### config.mk
export PLATFORM = sky130hd
export DESIGN_NAME = pipelined_rca_adder_flat
export DESIGN_NICKNAME = d
export VERILOG_FILES = /design/src/rtl/pipelined_rca_adder_if.sv /design/src/rtl/pipelined_rca_adder.sv /design/src/flat_wrapper.sv
export SDC_FILE = /design/constraint.sdc
export NUM_CORES = 1
export LEC_CHECK = 0
export BUFFER_PORTS_ARGS = -buffer_cell sky130_fd_sc_hd__buf_2
export CORE_AREA = 2 2 96 98
export CTS_CLUSTER_DIAMETER = 200
export CTS_CLUSTER_SIZE = 24
export DETAILED_ROUTE_END_ITERATION = 10
export DIE_AREA = 0 0 98 100
export PLACE_DENSITY = 0.69
export SYNTH_ARGS = -nofsm -noshare
export SYNTH_HDL_FRONTEND = slang
export SYNTH_SLANG_ARGS = --single-unit
### constraint.sdc
create_clock -name clk -period 4.5 [get_ports clk]
set_clock_uncertainty 0.05 [all_clocks]
set_input_delay 0.225 -clock clk [delete_from_list [all_inputs] [get_ports clk]]
set_output_delay 0.225 -clock clk [all_outputs]
set_load 0.02 [all_outputs]
### src/rtl/pipelined_rca_adder_if.sv
// Operand/result stream bundle for pipelined_rca_adder.
// Valid/ready: a transfer happens on a rising clk edge where valid && ready
// are both high; the source holds its payload stable while valid is high and
// ready is low; ready may be computed without looking at valid.
interface pipelined_rca_adder_if #(
   parameter int WIDTH = 16
);
   logic             in_valid;
   logic             in_ready;
   logic [WIDTH-1:0] a;
   logic [WIDTH-1:0] b;
   logic             cin;
   logic             sub;
   logic             out_valid;
   logic             out_ready;
   logic [WIDTH-1:0] sum;
   logic             cout;
   logic             ovf;

   modport master (
      output in_valid, a, b, cin, sub, out_ready,
      input  in_ready, out_valid, sum, cout, ovf
   );

   modport slave (
      input  in_valid, a, b, cin, sub, out_ready,
      output in_ready, out_valid, sum, cout, ovf
   );
endinterface

### src/rtl/pipelined_rca_adder.sv
// Pipelined ripple-carry add/subtract. Stage k resolves bits
// [k*SEG +: SEG]; the carry, the still-unprocessed upper operand bits and the
// finished lower sum bits travel together down the pipe. The last stage's
// registers are the output registers.
module pipelined_rca_adder #(
   parameter int WIDTH = 16,
   parameter int SEG   = 4
) (
   input logic                  clk,
   input logic                  rst_n,
   pipelined_rca_adder_if.slave bus
);
   localparam int SEG_SAFE = (SEG < 1) ? 1 : SEG;
   localparam int STAGES   = WIDTH / SEG_SAFE;

   if (WIDTH < 2 || SEG < 1 || (WIDTH % SEG_SAFE) != 0) begin : g_param_check
      $fatal(1, "pipelined_rca_adder: WIDTH must be >= 2 and a multiple of SEG");
   end

   logic adv;
   logic last_valid;

   // Whole pipe moves together; it only freezes when a result is stuck at the output.
   assign adv          = !last_valid || bus.out_ready;
   assign bus.in_ready = adv;

   for (genvar k = 0; k < STAGES; k++) begin : g_stage
      localparam int IW = WIDTH - k * SEG;  // operand bits still unprocessed on entry
      localparam int DW = (k + 1) * SEG;    // sum bits complete on exit

      logic           v_in;
      logic           c_in;
      logic [IW-1:0]  a_in;
      logic [IW-1:0]  b_in;
      logic [SEG-1:0] seg_sum;
      logic [SEG:0]   chain;
      logic [DW-1:0]  s_next;
      logic           v_q;
      logic           c_q;
      logic [DW-1:0]  s_q;

      if (k == 0) begin : g_src
         // Subtraction becomes a + ~b + !cin at the pipe entry.
         always_comb begin
            v_in   = bus.in_valid;
            a_in   = bus.a;
            b_in   = bus.b ^ {WIDTH{bus.sub}};
            c_in   = bus.cin ^ bus.sub;
            s_next = seg_sum;
         end
      end else begin : g_src
         // Pick up the skewed operands, carry and finished sum bits from the previous stage.
         always_comb begin
            v_in   = g_stage[k-1].v_q;
            a_in   = g_stage[k-1].g_ops.a_q;
            b_in   = g_stage[k-1].g_ops.b_q;
            c_in   = g_stage[k-1].c_q;
            s_next = {seg_sum, g_stage[k-1].s_q};
         end
      end

      // Ripple chain of full adders over the low SEG unprocessed bits.
      always_comb begin
         chain    = '0;
         seg_sum  = '0;
         chain[0] = c_in;
         for (int i = 0; i < SEG; i++) begin
            seg_sum[i]  = a_in[i] ^ b_in[i] ^ chain[i];
            chain[i+1]  = (a_in[i] & b_in[i]) | (chain[i] & (a_in[i] ^ b_in[i]));
         end
      end

      // Stage valid follows the pipe; payload only loads for real operations.
      always_ff @(posedge clk or negedge rst_n) begin
         if (!rst_n) begin
            v_q <= 1'b0;
            c_q <= 1'b0;
            s_q <= '0;
         end else if (adv) begin
            v_q <= v_in;
            if (v_in) begin
               c_q <= chain[SEG];
               s_q <= s_next;
            end
         end
      end

      if (k < STAGES - 1) begin : g_ops
         logic [IW-SEG-1:0] a_q;
         logic [IW-SEG-1:0] b_q;

         // Carry the untouched upper operand bits forward for later stages.
         always_ff @(posedge clk or negedge rst_n) begin
            if (!rst_n) begin
               a_q <= '0;
               b_q <= '0;
            end else if (adv && v_in) begin
               a_q <= a_in[IW-1:SEG];
               b_q <= b_in[IW-1:SEG];
            end
         end
      end else begin : g_ovf
         logic ovf_q;

         // Signed overflow: carry into the MSB differs from carry out of it.
         always_ff @(posedge clk or negedge rst_n) begin
            if (!rst_n) begin
               ovf_q <= 1'b0;
            end else if (adv && v_in) begin
               ovf_q <= chain[SEG] ^ chain[SEG-1];
            end
         end
      end
   end

   assign last_valid    = g_stage[STAGES-1].v_q;
   assign bus.out_valid = last_valid;
   assign bus.sum       = g_stage[STAGES-1].s_q;
   assign bus.cout      = g_stage[STAGES-1].c_q;
   assign bus.ovf       = g_stage[STAGES-1].g_ovf.ovf_q;
endmodule

### src/flat_wrapper.sv
// flat-port wrapper written by rule: the top's interface ports become plain ports
module pipelined_rca_adder_flat 
#(
   parameter int WIDTH = 16,
   parameter int SEG   = 4
)
  (clk, rst_n, bus_in_valid, bus_a, bus_b, bus_cin, bus_sub, bus_out_ready, bus_in_ready, bus_out_valid, bus_sum, bus_cout, bus_ovf);
  pipelined_rca_adder_if #(.WIDTH(WIDTH)) bus_i ();
  input logic clk;
  input logic rst_n;
  input wire logic [$bits(bus_i.in_valid)-1:0] bus_in_valid;
  input wire logic [$bits(bus_i.a)-1:0] bus_a;
  input wire logic [$bits(bus_i.b)-1:0] bus_b;
  input wire logic [$bits(bus_i.cin)-1:0] bus_cin;
  input wire logic [$bits(bus_i.sub)-1:0] bus_sub;
  input wire logic [$bits(bus_i.out_ready)-1:0] bus_out_ready;
  output wire logic [$bits(bus_i.in_ready)-1:0] bus_in_ready;
  output wire logic [$bits(bus_i.out_valid)-1:0] bus_out_valid;
  output wire logic [$bits(bus_i.sum)-1:0] bus_sum;
  output wire logic [$bits(bus_i.cout)-1:0] bus_cout;
  output wire logic [$bits(bus_i.ovf)-1:0] bus_ovf;
  assign bus_i.in_valid = bus_in_valid;
  assign bus_i.a = bus_a;
  assign bus_i.b = bus_b;
  assign bus_i.cin = bus_cin;
  assign bus_i.sub = bus_sub;
  assign bus_i.out_ready = bus_out_ready;
  assign bus_in_ready = bus_i.in_ready;
  assign bus_out_valid = bus_i.out_valid;
  assign bus_sum = bus_i.sum;
  assign bus_cout = bus_i.cout;
  assign bus_ovf = bus_i.ovf;
  pipelined_rca_adder #(.WIDTH(WIDTH), .SEG(SEG)) u_core (.clk(clk), .rst_n(rst_n), .bus(bus_i));
endmodule
==> results.yml, run 1 <==
synthesis:
  synthDistinctLibCells: 19
  yosysWarningCount: 0
  seq_area_frac_synth_pct: 57.23
  syn_avg_cell_area_sq_um: 14.04
  synth_area_leader_cell: "dfrtp_1"
  ys.flop_type: "dfrtp_1"
  syn-num-nets: 356
  syn_area_sq_um: 4242
  yosys-top-cells-area: "dfrtp_1, mux2_2, fa_1, inv_1, xnor2_1"
  synth_seq_cells: 97
  netlist_instances: 302
  async_flop_share_pct: 100.0
  synth_edf_count: 0
  synth_top_area_share_pct: 57.23
drt:
  drc: 0
  wl_per_cell_microns: 14.79
  first_iter_violations: 116
  antenna_left: 0
  post_drt_via_cell_ratio: 4.943
  vias: 2333
  first_pass_iters: 4
  drt_wl_total_microns: 6981
floorplanning:
  dieArea_sq_um: 9800
  rows: 35
  start_util_pct: 47.71
  io_pins: 58
  core_sq_um: 8890
  die_height_microns: 100
  die_w_microns: 98
critical_path:
  critPathLaunchType: "register"
  path_max_fanout: 2
  cp.arrival_ns: 2.67
  r2r_setup_slack_ns: 2.02
  r2r_cells: 9
  cp-end-kind: "register"
  worstSetupPathType: "register to register"
  cp_data_required_time_ns: 4.69
power:
  max-vdd-ir-drop_mv: 0.2701
  cellPowerDensity_nw_per_um2: 714.7
  combPwrFrac_pct: 37.5
  sw_frac_of_total_pct: 33.19
  p_int_w: 0.002303
  seqPwrFrac_pct: 43.2
  clkPwrFrac_pct: 19.3
  p_switching_w: 0.001144
  p_leak_nw: 2.284
finish:
  postLayoutCellArea_sq_um: 4823
  final_cell_mix: "dfrtp_1, mux2_2, buf_2"
  layout_commonest_cell: "dfrtp_1"
  area_growth_pct: 13.72
  instances_no_fill: 472
  antenna_cells: 0
  final_nets: 411
  drive_above_1_share_pct: 39.89
timing:
  rsz0062_at_grt: "false"
  worst_slew_pin_slew_ns: 0.9594
  clock.fmax_mhz: 402.9
  whs_ns: 0.05356
  setup_ws_ns: 2.018
  setup_tns_ns: 0
  period_share_pct: 55.15
  drv_slew: 0
  fin_crit_ns: 2.482
  setup_violations: 0
  maxSlewHeadroom_pct: 35.89
  hold_viol: 0
placed_design:
  placed_area_sq_um: 4573
  gp_congestion: 0.7456
  pre_cts_slack_ns: 1.705
  io_buffers: 57
  dp.final_hpwl_microns: 4824
  place_inst: 456
clock_tree:
  numCtsBuffers: 9
  worst_skew_pair.late_latency_ns: 0.35
  clock_tree.root_cell: "clkbuf_8"
  cts-resized-gates: 0
  htreeDepth: 3
  cts_tree: "yes"
  clock_path_buffers: 2
  clock_sinks: 97
  clkTransAtPathRegs_ns: 0.09
global_routing:
  grt_max_degree: 63
  antenna_found_initial: 0
  grtUsageTotal_pct: 15.31
  grt-ovfl-total: 0
  first_global_vias: 2434
  grt_pass1_wl_microns: 11830
run_status:
  status: "completed"
run:
  drv_cap: 0
hold_path:
  min_path_cells: 2
  min_path_type: "input port to register"
[timing repair]
item,CTS,global route
hold buffers,1,0
hold endpoints to repair,35,0
setup buffers,0,0
[cell usage after synthesis (all sizes together), types with 5 or more instances]
master,instances
o21ai,8
mux2,67
nand2,5
xnor2,13
nand3,5
mux2i,11
inv,38
a21oi,20
fa,16
buf,11
dfrtp,97
xor2,5
[state kept, by name, indices dropped and copies added, names as in the netlist]
name                      cells
u_core.g_stage.s_q           24
u_core.bus.out_valid          1
u_core.g_stage.g_ops.a_q     24
u_core.g_stage.g_ops.b_q     24
u_core.g_stage.v_q            3
u_core.bus.sum               16
u_core.bus.cout               1
u_core.bus.ovf                1
u_core.g_stage.c_q            3
[layer usage]
layer / track usage, % / vias to the layer above / wire length (microns)
met2: 24.45 / 45 / 3338
li1: - / 1100 / -
met3: 3.552 / 5 / 275
met5: 0 / - / 0
met4: 4.915 / 0 / 67
met1: 21.08 / 1183 / 3299
[path summary, 6_finish.rpt]
kind / from / to
hold reg to reg: u_core.bus.sum[6]$_DFFE_PN0P_ / u_core.bus.sum[6]$_DFFE_PN0P_
setup / recovery: u_core.g_stage[2].c_q$_DFFE_PN0P_ / u_core.bus.ovf$_DFFE_PN0P_
min in group asynchronous: rst_n / u_core.g_stage[0].g_ops.a_q[7]$_DFFE_PN0P_
setup reg to reg: u_core.g_stage[2].c_q$_DFFE_PN0P_ / u_core.bus.ovf$_DFFE_PN0P_
max in group asynchronous: rst_n / u_core.g_stage[1].g_ops.b_q[6]$_DFFE_PN0P_
hold / removal: bus_a[5] / u_core.g_stage[0].g_ops.a_q[1]$_DFFE_PN0P_
[logic make-up after synthesis]
family                   Yosys count  share of synthesized area [%]
adder cells (fa/ha/maj)           16                          7.552
AO/OA/AOI/OAI                     28                          3.304
multiplexers                      78                          20.74
XOR/XNOR                          18                          3.717
flip-flops                        97                          57.23
buffers and inverters             53                          5.782
AND/OR/NAND/NOR                   12                          1.681
[layout make-up]
class,count,area [sq um]
clock buffers,9,123.9
flip-flops and latches,97,2427
clock inverters,6,116.4
well taps,111,138.9
inverters,38,142.6
fillers,767,4066
multi-input cells,152,1569
repair buffers,59,305.3
[per-stage QoR]
step / power (W) / util [%]
finish: 0.003447 / 54.26
floorplan: 0.002444 / -
detailed placement: 0.002812 / 51.44
global route: 0.003698 / 54.26
global placement: 0.002742 / 51.44
CTS: 0.003495 / 54.26
[power by group through the flow]
stage | clock network (W) | logic [W] | registers, W
after detailed placement | 0 | 0.00130 | 0.00151
after CTS | 0.000683 | 0.00132 | 0.00150
final | 0.000665 | 0.00129 | 0.00149
after global placement | 0 | 0.00124 | 0.00150
after global routing | 0.000716 | 0.00144 | 0.00154
after floorplan | 0 | 0.000887 | 0.00156
[worst max-delay path: stages, from the launching register on]
cell and delay (ns):
dfrtp_1 0.37, inv_1 0.09, fa_1 0.18, inv_1 0.06, fa_1 0.44, fa_1 0.48, inv_1 0.11, fa_1 0.24
xnor2_1 0.10, mux2_2 0.26
Note: power is estimated with default switching activity, not from simulation.
==> run 2: changes to the inputs <==
clock period = 2.5 ns   (was 4.5 ns; I/O delays follow)
==> results.yml, run 2 (same netlist as run 1, synthesis figures left out) <==
floorplanning:
  core_sq_um: 8890
  die_height_microns: 100
  io_pins: 58
  die_w_microns: 98
  start_util_pct: 47.71
  rows: 35
  dieArea_sq_um: 9800
finish:
  fillers: 748
  multiInputGateArea_sq_um: 1577
  final_cell_mix: "dfrtp_1, mux2_2, buf_2"
  antenna_cells: 0
  regArea_sq_um: 2427
  final_nets: 428
  area_growth_pct: 17.14
  drive_above_1_share_pct: 40.11
  top_regs: "u_core.g_stage.g_ops.a_q (24), u_core.g_stage.g_ops.b_q (24), u_core.g_stage.s_q (24)"
  postLayoutCellArea_sq_um: 4969
  layout_commonest_cell: "dfrtp_1"
clock_tree:
  numCtsBuffers: 9
  cts_tree: "yes"
  clock_sinks: 97
  clock_path_buffers: 2
  clock_tree.root_cell: "clkbuf_8"
  worst_skew_pair.late_latency_ns: 0.35
  post-cts-setup-buffers: 0
  clkTransAtPathRegs_ns: 0.09
  htreeDepth: 3
power:
  max-vdd-ir-drop_mv: 0.4994
  p_leak_nw: 2.340
  cellPowerDensity_nw_per_um2: 1225
drt:
  topRoutingLayerUsed: "met4"
  wl_met3_microns: 257
  post_drt_via_cell_ratio: 4.871
  drc: 0
  antenna_left: 0
  wl_per_cell_microns: 14.25
  wl_met1_microns: 3344
  vias: 2387
  dr_wl_met2_microns: 3269
  drt_wl_total_microns: 6981
  first_iter_violations: 122
  first_pass_iters: 4
global_routing:
  grtUsageTotal_pct: 15.36
  first_global_vias: 2467
  grt-ovfl-total: 0
  grt_pass1_wl_microns: 11940
  antenna_found_initial: 0
  grt_max_degree: 52
critical_path:
  cpMaxStageDelayCell: "fa_1"
  crit_family: "adder cells"
  cp-end-kind: "register"
  r2r_cells: 9
  critPathLaunchType: "register"
  cp_data_required_time_ns: 2.68
  crit_chain: "inv_1, fa_1, inv_1, fa_2, fa_2, inv_1, fa_2, xnor2_1, mux2_2"
  r2r_end: "u_core.bus.ovf$_DFFE_PN0P_"
  cpPeakStageDelay_ns: 0.42
  path_max_fanout: 2
  cp.arrival_ns: 2.53
  r2r_setup_slack_ns: 0.15
  worstSetupPathType: "register to register"
  cp.buffers_inverters: 3
  r2r-start: "u_core.g_stage[2].g_ops.b_q[0]$_DFFE_PN0P_"
timing:
  whs_ns: 0.01068
  clock.fmax_mhz: 425.8
  drv_slew: 0
  worst_slew_pin_slew_ns: 0.6450
  maxSlewHeadroom_pct: 56.85
  setup_tns_ns: 0
  hold_viol: 0
  rsz0062_at_grt: "false"
  period_share_pct: 93.95
  fin_crit_ns: 2.349
  setup_violations: 0
hold_path:
  min_path_cells: 3
  hp-start: "bus_b[6]"
  min_to: "u_core.g_stage[0].g_ops.b_q[2]$_DFFE_PN0P_"
  min_path_type: "input port to register"
run_status:
  status: "completed"
run:
  drv_cap: 0
placed_design:
  io_buffers: 57
  gp_congestion: 0.7582
  dp.final_hpwl_microns: 4987
  placed_area_sq_um: 4603
-- run 2: repair_timing --
action / CTS / global route
hold buffers: 14 / 0
resized for setup: 0 / 3
endpoints found under the hold margin: 61 / 0
setup endpoints to repair: 0 / 1
-- run 2: how the worst max path moves through the flow --
stage	from	to	slack (ns)	cells past startpoint
floorplan	bus_sub	u_core.g_stage[0].s_q[3]$_DFFE_PN0P_	0.03	10
global placement	bus_sub	u_core.g_stage[0].s_q[3]$_DFFE_PN0P_	0.13	9
detailed placement	bus_sub	u_core.g_stage[0].s_q[3]$_DFFE_PN0P_	-0.01	9
CTS	u_core.g_stage[2].g_ops.b_q[0]$_DFFE_PN0P_	u_core.bus.ovf$_DFFE_PN0P_	0.1	9
global route	u_core.g_stage[2].g_ops.b_q[0]$_DFFE_PN0P_	u_core.bus.ovf$_DFFE_PN0P_	0.02	9
finish	u_core.g_stage[2].g_ops.b_q[0]$_DFFE_PN0P_	u_core.bus.ovf$_DFFE_PN0P_	0.15	9
-- run 2: worst reg2reg max path, cell delays in order (launching register included) --
cell     delay (ns)
dfrtp_1        0.35
inv_1          0.06
fa_1           0.42
inv_1          0.09
fa_2           0.22
fa_2           0.21
inv_1          0.06
fa_2           0.39
xnor2_1        0.13
mux2_2         0.25
-- run 2: layer usage --
layer | GRT usage, % | vias up
li1 | - | 1132
met1 | 21.79 | 1208
met2 | 23.39 | 41
met3 | 3.134 | 6
met4 | 6.410 | 0
met5 | 0 | -
-- run 2: through the flow --
stage / util (%) / setup slack, ns / std cells / total power (W)
2_1_floorplan: - / 0.03108 / 302 / 0.004401
3_3_place_gp: 51.78 / 0.1336 / 460 / 0.004941
3_5_place_dp: 51.78 / -0.01039 / 460 / 0.005060
4_1_cts: 55.81 / 0.09563 / 490 / 0.006159
5_1_grt: 55.89 / 0.02030 / 490 / 0.006562
6_report: 55.89 / 0.1513 / 490 / 0.006088
-- run 2: power by group --
group	switching, W	internal, W
Combinational	0.00112	0.00119
Sequential	0.000387	0.00230
Clock	0.000527	0.000563
-- run 2: cell type report --
| type | instances | area share [%] |
|---|---|---|
| multi-input cells | 152 | 31.73 |
| clock buffers | 9 | 2.493 |
| well taps | 111 | 2.795 |
| inverters | 38 | 2.871 |
| clock inverters | 7 | 1.889 |
| flip-flops and latches | 97 | 48.85 |
| repair buffers | 76 | 9.368 |
